File: config.mk
export PLATFORM = sky130hd
export DESIGN_NAME = fair_pick
export DESIGN_NICKNAME = d
export VERILOG_FILES = /design/src/rtl/fair_pick.sv
export SDC_FILE = /design/constraint.sdc
export NUM_CORES = 1
export LEC_CHECK = 0
export CELL_PAD_IN_SITES_DETAIL_PLACEMENT = 0
export CELL_PAD_IN_SITES_GLOBAL_PLACEMENT = 2
export CORE_ASPECT_RATIO = 0.5
export CORE_UTILIZATION = 28
export DETAILED_ROUTE_END_ITERATION = 10
export HOLD_SLACK_MARGIN = 0.02
export PLACE_DENSITY_LB_ADDON = 0.1
export RECOVER_POWER = 50
export SYNTH_ARGS = -nofsm -noshare
export SYNTH_HDL_FRONTEND = slang
export SYNTH_SLANG_ARGS = --single-unit
File: constraint.sdc
create_clock -name clk -period 26.4 [get_ports clk]
set_input_delay 3.96 -clock clk [delete_from_list [all_inputs] [get_ports clk]]
set_output_delay 3.96 -clock clk [all_outputs]
set_load 0.02 [all_outputs]
File: src/rtl/fair_pick.sv
// Fair picker: selects the valid channel with the oldest wrap-aware count,
// breaking ties in round-robin order, and holds the pick until it is accepted.
module fair_pick #(
    parameter int NUM_IN_LOG2 = 3,
    parameter int CNT_W       = 32
) (
    input  logic                   clk,
    input  logic                   rst,
    input  logic [CNT_W-1:0]       count   [2**NUM_IN_LOG2],
    input  logic                   valid_i [2**NUM_IN_LOG2],
    input  logic                   ready_i,
    output logic [NUM_IN_LOG2-1:0] pick,
    output logic [CNT_W-1:0]       pick_count,
    output logic                   valid_o
);

    localparam int N = 2**NUM_IN_LOG2;

    typedef enum logic {
        EMPTY,
        HOLD
    } state_t;

    state_t                 r_state;
    state_t                 w_nextState;
    logic [NUM_IN_LOG2-1:0] r_pick;
    logic [CNT_W-1:0]       r_pickCount;
    logic [NUM_IN_LOG2-1:0] r_rrPtr;

    logic [NUM_IN_LOG2-1:0] w_base;
    logic [NUM_IN_LOG2-1:0] w_idx;
    logic [CNT_W-1:0]       w_diff;
    logic                   w_found;
    logic [NUM_IN_LOG2-1:0] w_winIdx;
    logic [CNT_W-1:0]       w_winCount;
    logic                   w_load;
    logic                   w_accept;

    // A back-to-back reload starts its tie-break just past the pick being
    // accepted; the pointer register only catches up on the same edge.
    assign w_base = (r_state == HOLD) ? r_pick + 1'b1 : r_rrPtr;

    // Scan in round-robin order; only a strictly earlier count displaces the
    // current best, so the first equal-minimum candidate in scan order wins.
    always_comb begin
        w_found    = 1'b0;
        w_winIdx   = '0;
        w_winCount = '0;
        w_idx      = '0;
        w_diff     = '0;
        for (int k = 0; k < N; k++) begin
            w_idx  = w_base + NUM_IN_LOG2'(k);
            w_diff = count[w_idx] - w_winCount;
            if (valid_i[w_idx] && (!w_found || w_diff[CNT_W-1])) begin
                w_found    = 1'b1;
                w_winIdx   = w_idx;
                w_winCount = count[w_idx];
            end
        end
    end

    always_comb begin
        w_nextState = r_state;
        w_load      = 1'b0;
        w_accept    = 1'b0;
        case (r_state)
            EMPTY: begin
                if (w_found) begin
                    w_load      = 1'b1;
                    w_nextState = HOLD;
                end
            end
            HOLD: begin
                if (ready_i) begin
                    w_accept = 1'b1;
                    if (w_found) begin
                        w_load = 1'b1;
                    end else begin
                        w_nextState = EMPTY;
                    end
                end
            end
            default: w_nextState = EMPTY;
        endcase
    end

    always_ff @(posedge clk or posedge rst) begin
        if (rst) begin
            r_state     <= EMPTY;
            r_pick      <= '0;
            r_pickCount <= '0;
            r_rrPtr     <= '0;
        end else begin
            r_state <= w_nextState;
            if (w_load) begin
                r_pick      <= w_winIdx;
                r_pickCount <= w_winCount;
            end
            if (w_accept) begin
                r_rrPtr <= r_pick + 1'b1;
            end
        end
    end

    assign pick       = r_pick;
    assign pick_count = r_pickCount;
    assign valid_o    = (r_state == HOLD);

endmodule

Yosys cells after proc, flatten, opt, wreduce, memory -nomap -nowiden. Cells that the tools add are included.

Add/sub/neg operators: 15. Magnitude comparators: 8. Multiplexer cells: 80. Bitwise logic cells: 9. Reductions and logical operators: 21.

Operator list (count): binary-select mux 32 bit (select 3 bit) (8); two-way mux 32 bit (24); subtractor 32 bit (7); greater-or-equal comparator 4 bit (second input constant) (8); inverter 3 -> 4 bit (8); two-way mux 1 bit (29); two-way mux 3 bit (9); binary-select mux 1 bit (select 3 bit) (8); adder 3 bit (second input constant) (4); logical AND 1 bit (7); zero test 1 bit (7); logical OR 1 bit (7); adder 3 x 1 -> 3 bit (second input constant) (2); adder 3 x 2 -> 3 bit (second input constant) (2); case mux 1 bit (2 select lines) (2); inverter 1 bit (1).

Register bits: 39. Bits of input ports: 267. Output and inout bits: 36. Logic and storage cells: 137.

Logic depth before layout (Yosys ltp).
Depth in word-level cells: 38. Mapped depth: 150.

Worst setup path before layout. No wires, ideal clock.

Path type: reg2reg. Start: register r_state (netlist: valid_o). End: register r_pickCount[24] (netlist: pick_count[24]). Library setup time: 0.095 ns. Data arrival time: 26.639 ns. Required time: 26.305 ns. Path slack: -0.334 ns. Cell stages (with the launch flop): 144. Clock period less this slack: 26.734 ns. Cell sequence: dfrtp_1 -> buf_4 -> nand2_1 -> nand2_2 -> inv_2 -> buf_2 -> buf_2 -> buf_2 -> buf_2 -> buf_1 -> buf_1 -> clkbuf_1 -> clkbuf_1 -> clkbuf_1 -> buf_1 -> ha_1 -> clkbuf_1 -> clkbuf_1 -> [108 not listed] -> ha_1 -> nor2b_1 -> o21ai_0 -> nand2b_1 -> a21oi_1 -> nor2b_1 -> o21ai_0 -> nand2b_1 -> a21oi_1 -> o31ai_1 -> a21oi_1 -> nand4_1 -> o21ai_1 -> and4_1 -> buf_2 -> buf_2 -> nor4_1 -> o31ai_1.

Longest elaborated chain between the ends: 37. Elaborated cells on any way between the ends: 112. Classes of those cells: add/sub: 14; mux: 68; bitwise: 9; reduce/logical: 21.

RTL lines: from (decl) (line 24) `state_t r_state;`; from (signal assigned) (line 94) `r_state <= w_nextState;`; two-way mux 3 bit (line 41) `assign w_base = (r_state == HOLD) ? r_pick + 1'b1 : r_rrPtr;`; adder 3 x 1 -> 3 bit or inverter 3 -> 4 bit (tied branches) (line 52, 54, 57); inverter 3 -> 4 bit (not written as such), or another cell as far along (line 53, 54, 57); binary-select mux 32 bit (select 3 bit), or another cell as far along (line 53, 57); two-way mux 32 bit (not written as such), or another cell as far along (2 in series) (line 53, 57); subtractor 32 bit or zero test 1 bit (tied branches) (line 53, 54); logical OR 1 bit (line 54) `if (valid_i[w_idx] && (!w_found || w_diff[CNT_W-1])) begin`; logical AND 1 bit (line 54); [20 not listed]; two-way mux 32 bit or two-way mux 1 bit (tied branches) (line 54); subtractor 32 bit or zero test 1 bit (tied branches) (line 53, 54); logical OR 1 bit (line 54); logical AND 1 bit (line 54); two-way mux 1 bit (line 54); two-way mux 1 bit (line 68, 76); two-way mux 1 bit (line 74) `if (ready_i) begin`; case mux 1 bit (2 select lines) (line 66) `case (r_state)`; to (signal assigned) (line 97) `r_pickCount <= w_winCount;`; to (decl) (line 27) `logic [CNT_W-1:0] r_pickCount;`.

Parallel ways exist; a longest one is shown, timed or not. The select of a mux whose other input is x is not followed. A chain may end at the register's enable or synchronous reset.

Final worst setup path.
Start: input port valid_i[2] in the netlist's numbering. End: register r_pickCount[2] (netlist: pick_count[2]).

Longest elaborated chain between the ends: 35. Elaborated cells on any way between the ends: 71. Classes of those cells: add/sub: 7; mux: 43; reduce/logical: 21.

RTL lines: from (decl) (line 10) `input logic valid_i [2**NUM_IN_LOG2],`; binary-select mux 1 bit (select 3 bit) (line 54); two-way mux 1 bit (not written as such) (2 in series) (line 54); two-way mux 32 bit or two-way mux 1 bit (tied branches) (line 54); subtractor 32 bit or zero test 1 bit (tied branches) (line 53, 54); logical OR 1 bit (line 54); logical AND 1 bit (line 54); two-way mux 32 bit or two-way mux 1 bit (tied branches) (line 54); subtractor 32 bit or zero test 1 bit (tied branches) (line 53, 54); [18 not listed]; two-way mux 32 bit or two-way mux 1 bit (tied branches) (line 54); subtractor 32 bit or zero test 1 bit (tied branches) (line 53, 54); logical OR 1 bit (line 54); logical AND 1 bit (line 54); two-way mux 1 bit (line 54); two-way mux 1 bit (line 68, 76); two-way mux 1 bit (line 74); case mux 1 bit (2 select lines) (line 66).

Parallel ways exist; a longest one is shown, timed or not. The select of a mux whose other input is x is not followed.

==> results.yml <==
run_status:
  status: "finished, violations left"
  violations: "capacitance limit, slew limit"
critical_path:
  cp_slowest_cell: "mux4_2"
  reg2reg_to: "pick_count[2]$_DFFE_PP0P_"
  rr_startpoint: "valid_o$_DFF_PP0_"
  crit_fanout: 20
  startpoint_type: "primary input"
  crit_path_end_kind: "flip-flop"
  crit_path_frequent_cell: "a21oi_2"
  arrival_ns: 25.92
  slowest_delay_ns: 0.65
  cp.required_ns: 26.60
  criticalPathCategory: "in -> reg"
  rr_worst_depth: 133
  ff2ff_setup_slack_ns: 2.14
logic_synthesis:
  avgSynthCellArea_um2: 6.66
  synth_top_area_cell: "nand2_1"
  synth_cells: 3096
  synth_edf_count: 0
  synth.distinct_cells: 85
  synth_area_leaders: "nand2_1 (16%), ha_1 (12%), mux4_2 (8.5%)"
  yosys-top-cells-count: "nand2_1 (857), a21oi_1 (285), ha_1 (205)"
  ys_warn_count: 0
  synth_fp_nets: 3568
  syn_area_um2: 20600
  synth-seq-area-share_pct: 4.74
  ys.flop_type: "dfrtp_1"
  synth_top_area_share_pct: 15.6
  ys_ff_latch: 39
  synth.most_common_cell: "nand2_1"
  async_flop_share_pct: 100
floorplan:
  io_pins: 303
  dieWidth_um: 386
  die_h_um: 194
  core-area_um2: 71900
  start_util_pct: 28.7
  dieArea_um2: 74700
  rows: 69
clock_network:
  clockRootBuffer: "clkbuf_16"
  holdBufCountCts: 0
  htree_levels: 2
  numClockSinks: 39
  cts-buffers-inserted: 5
  clk_path_buf_depth: 2
  clk_latency_ns: 0.30
  cts_tree: "done"
  clk_pin_slew_ns: 0.06
global_route:
  track_usage_pct: 30.7
  grt_overflow: 0
  grt_pass1_wl_um: 168000
  grt_max_degree: 115
  antenna_found_initial: 4
  grt_pass1_vias: 23750
sta:
  setup_viol_count_final: 0
  worst_pin_slew_ns: 2.35
  fin_crit_sh_pct: 97.4
  rsz0062_at_grt: "yes"
  slew_violations: 40
  finalHoldViolations: 0
  fmax_ghz: 0.0389
  fin_crit_ns: 25.72
  fin_skew_ns: 0.0101
  worst_slack_ns: 0.684
  relSlewSlack_pct: -56.7
detailed_routing:
  via_per_inst: 5.69
  firstDrtPassIters: 6
  wire_per_inst_um: 26.0
  vias: 26230
  drt-initial-drc-count: 2863
  drc: 0
  drtAntennaViolNets: 0
  wirelength_um: 120000
hold_path:
  hold_path_end: "pick_count[13]$_DFFE_PP0P_"
  hold_depth: 2
  min_path_type: "reg -> reg"
  min-delay-start: "pick_count[13]$_DFFE_PP0P_"
place:
  gp_congestion: 0.961
  post-place-ws_ns: -1.36
  dp_hpwl_um: 101000
  io_buffers: 302
finish:
  synthToLayoutAreaGrowth_pct: 39.7
  fillers: 7599
  nets: 4119
  drive_gt1_share_pct: 22.4
run:
  maxCapViolCount: 1
==> placed cells by master (no fill, tap or decap), types with 10 or more instances in the layout <==
cell             Yosys  routed
o211ai_1            14      14
a21oi_2              2      40
nand3_1             61      60
a21o_1              54      53
o21ai_0            131     106
o21ai_1              7      24
clkdlybuf4s50_1      0     299
nand2b_1            25      24
a21oi_1            285     243
ha_1               205     192
and3_1             185     184
a211oi_1            18      14
nand4_1             50      50
mux2i_1            173     169
dfrtp_1             39      39
inv_1               77      73
nor3_1              18      14
ha_4                 0      10
o31a_1              33      33
buf_4                2     427
o31ai_1             33      23
mux4_2              78      78
nor2b_1             24      24
nand2_1            857     855
o21a_1              17      15
nor4_1              29      22
buf_6                3      14
buf_12               0      19
or2_2               14      13
a31oi_1             92      83
nor2_1             143     137
mux2_2              91      90
==> worst max-delay path by stage <==
stage	from	cells after the start	to
after global placement	valid_i[1]	122	pick_count[21]$_DFFE_PP0P_
after detailed placement	valid_i[1]	126	pick_count[2]$_DFFE_PP0P_
after global routing	valid_i[2]	120	pick_count[17]$_DFFE_PP0P_
after CTS	valid_i[0]	132	pick_count[2]$_DFFE_PP0P_
final	valid_i[2]	129	pick_count[2]$_DFFE_PP0P_
after floorplan	valid_o$_DFF_PP0_	143	pick_count[24]$_DFFE_PP0P_
==> through the flow <==
| step | util, % | std cells | area (um^2) | setup TNS (ns) | hold slack [ns] |
|---|---|---|---|---|---|
| after global placement | 38.3 | 4569 | 27600 | -23.16 | 0.468 |
| after CTS | 38.7 | 4583 | 27900 | 0 | 0.484 |
| final | 40.0 | 4607 | 28800 | 0 | 0.482 |
| after detailed placement | 38.3 | 4569 | 27600 | -43.84 | 0.470 |
| after global routing | 40.0 | 4606 | 28800 | -13.03 | 0.516 |
| after floorplan | - | 3096 | 20600 | 0 | 0.465 |
==> registers in the layout, indices dropped and copies added, names as in the netlist <==
| name | flops |
|---|---|
| pick_count | 32 |
| pick | 3 |
| r_rrPtr | 3 |
| valid_o | 1 |
==> critical path: cells and delay by family <==
kind / cells / cell delay, ns
AOI/OAI and AO/OA: 64 / 10.55
xor gates and xnor gates: 1 / 0.20
adders and majority gates: 7 / 1.67
buffers and inverters: 21 / 3.38
muxes: 3 / 1.19
and+or+nand+nor: 33 / 4.90
==> cell type report <==
class                           count  area [um^2]  area share (%)
Multi-Input combinational cell   2753        19300            66.9
Timing Repair Buffer              768         6870            23.9
Clock buffer                        5          125           0.435
Antenna cell                        1         2.50         0.00870
Tap cell                          958         1200            4.17
Sequential cell                    39          976            3.39
Clock inverter                      3         43.8           0.152
Inverter                           80          315            1.10
==> layer usage <==
| metal | wire length, um | vias to the layer above | GRT usage (%) |
|---|---|---|---|
| li1 | - | 12398 | - |
| met1 | 62700 | 12818 | 51.4 |
| met2 | 46100 | 960 | 41.7 |
| met3 | 9810 | 52 | 3.70 |
| met4 | 936 | 2 | 1.80 |
| met5 | 14 | - | 0 |
==> kinds of logic after synthesis <==
| kind of cell | count (synthesis) | synth area share (%) |
|---|---|---|
| AO/OA/AOI/OAI | 743 | 22.5 |
| XOR/XNOR | 16 | 0.887 |
| adder cells (fa/ha/maj) | 206 | 12.5 |
| buffers and inverters | 304 | 5.80 |
| flip-flops | 39 | 4.74 |
| multiplexers | 344 | 22.0 |
| AND/OR/NAND/NOR | 1444 | 31.5 |
==> what timing repair did <==
action,in CTS,in global routing
setup buffers,6,21
setup endpoints to repair,35,35
pin swaps,7,42
gates resized for setup,20,165
gates cloned,0,3
Power is left out: the tool's default activity adds up to more than one toggle a clock period on the data nets, which glitch-free logic cannot reach.
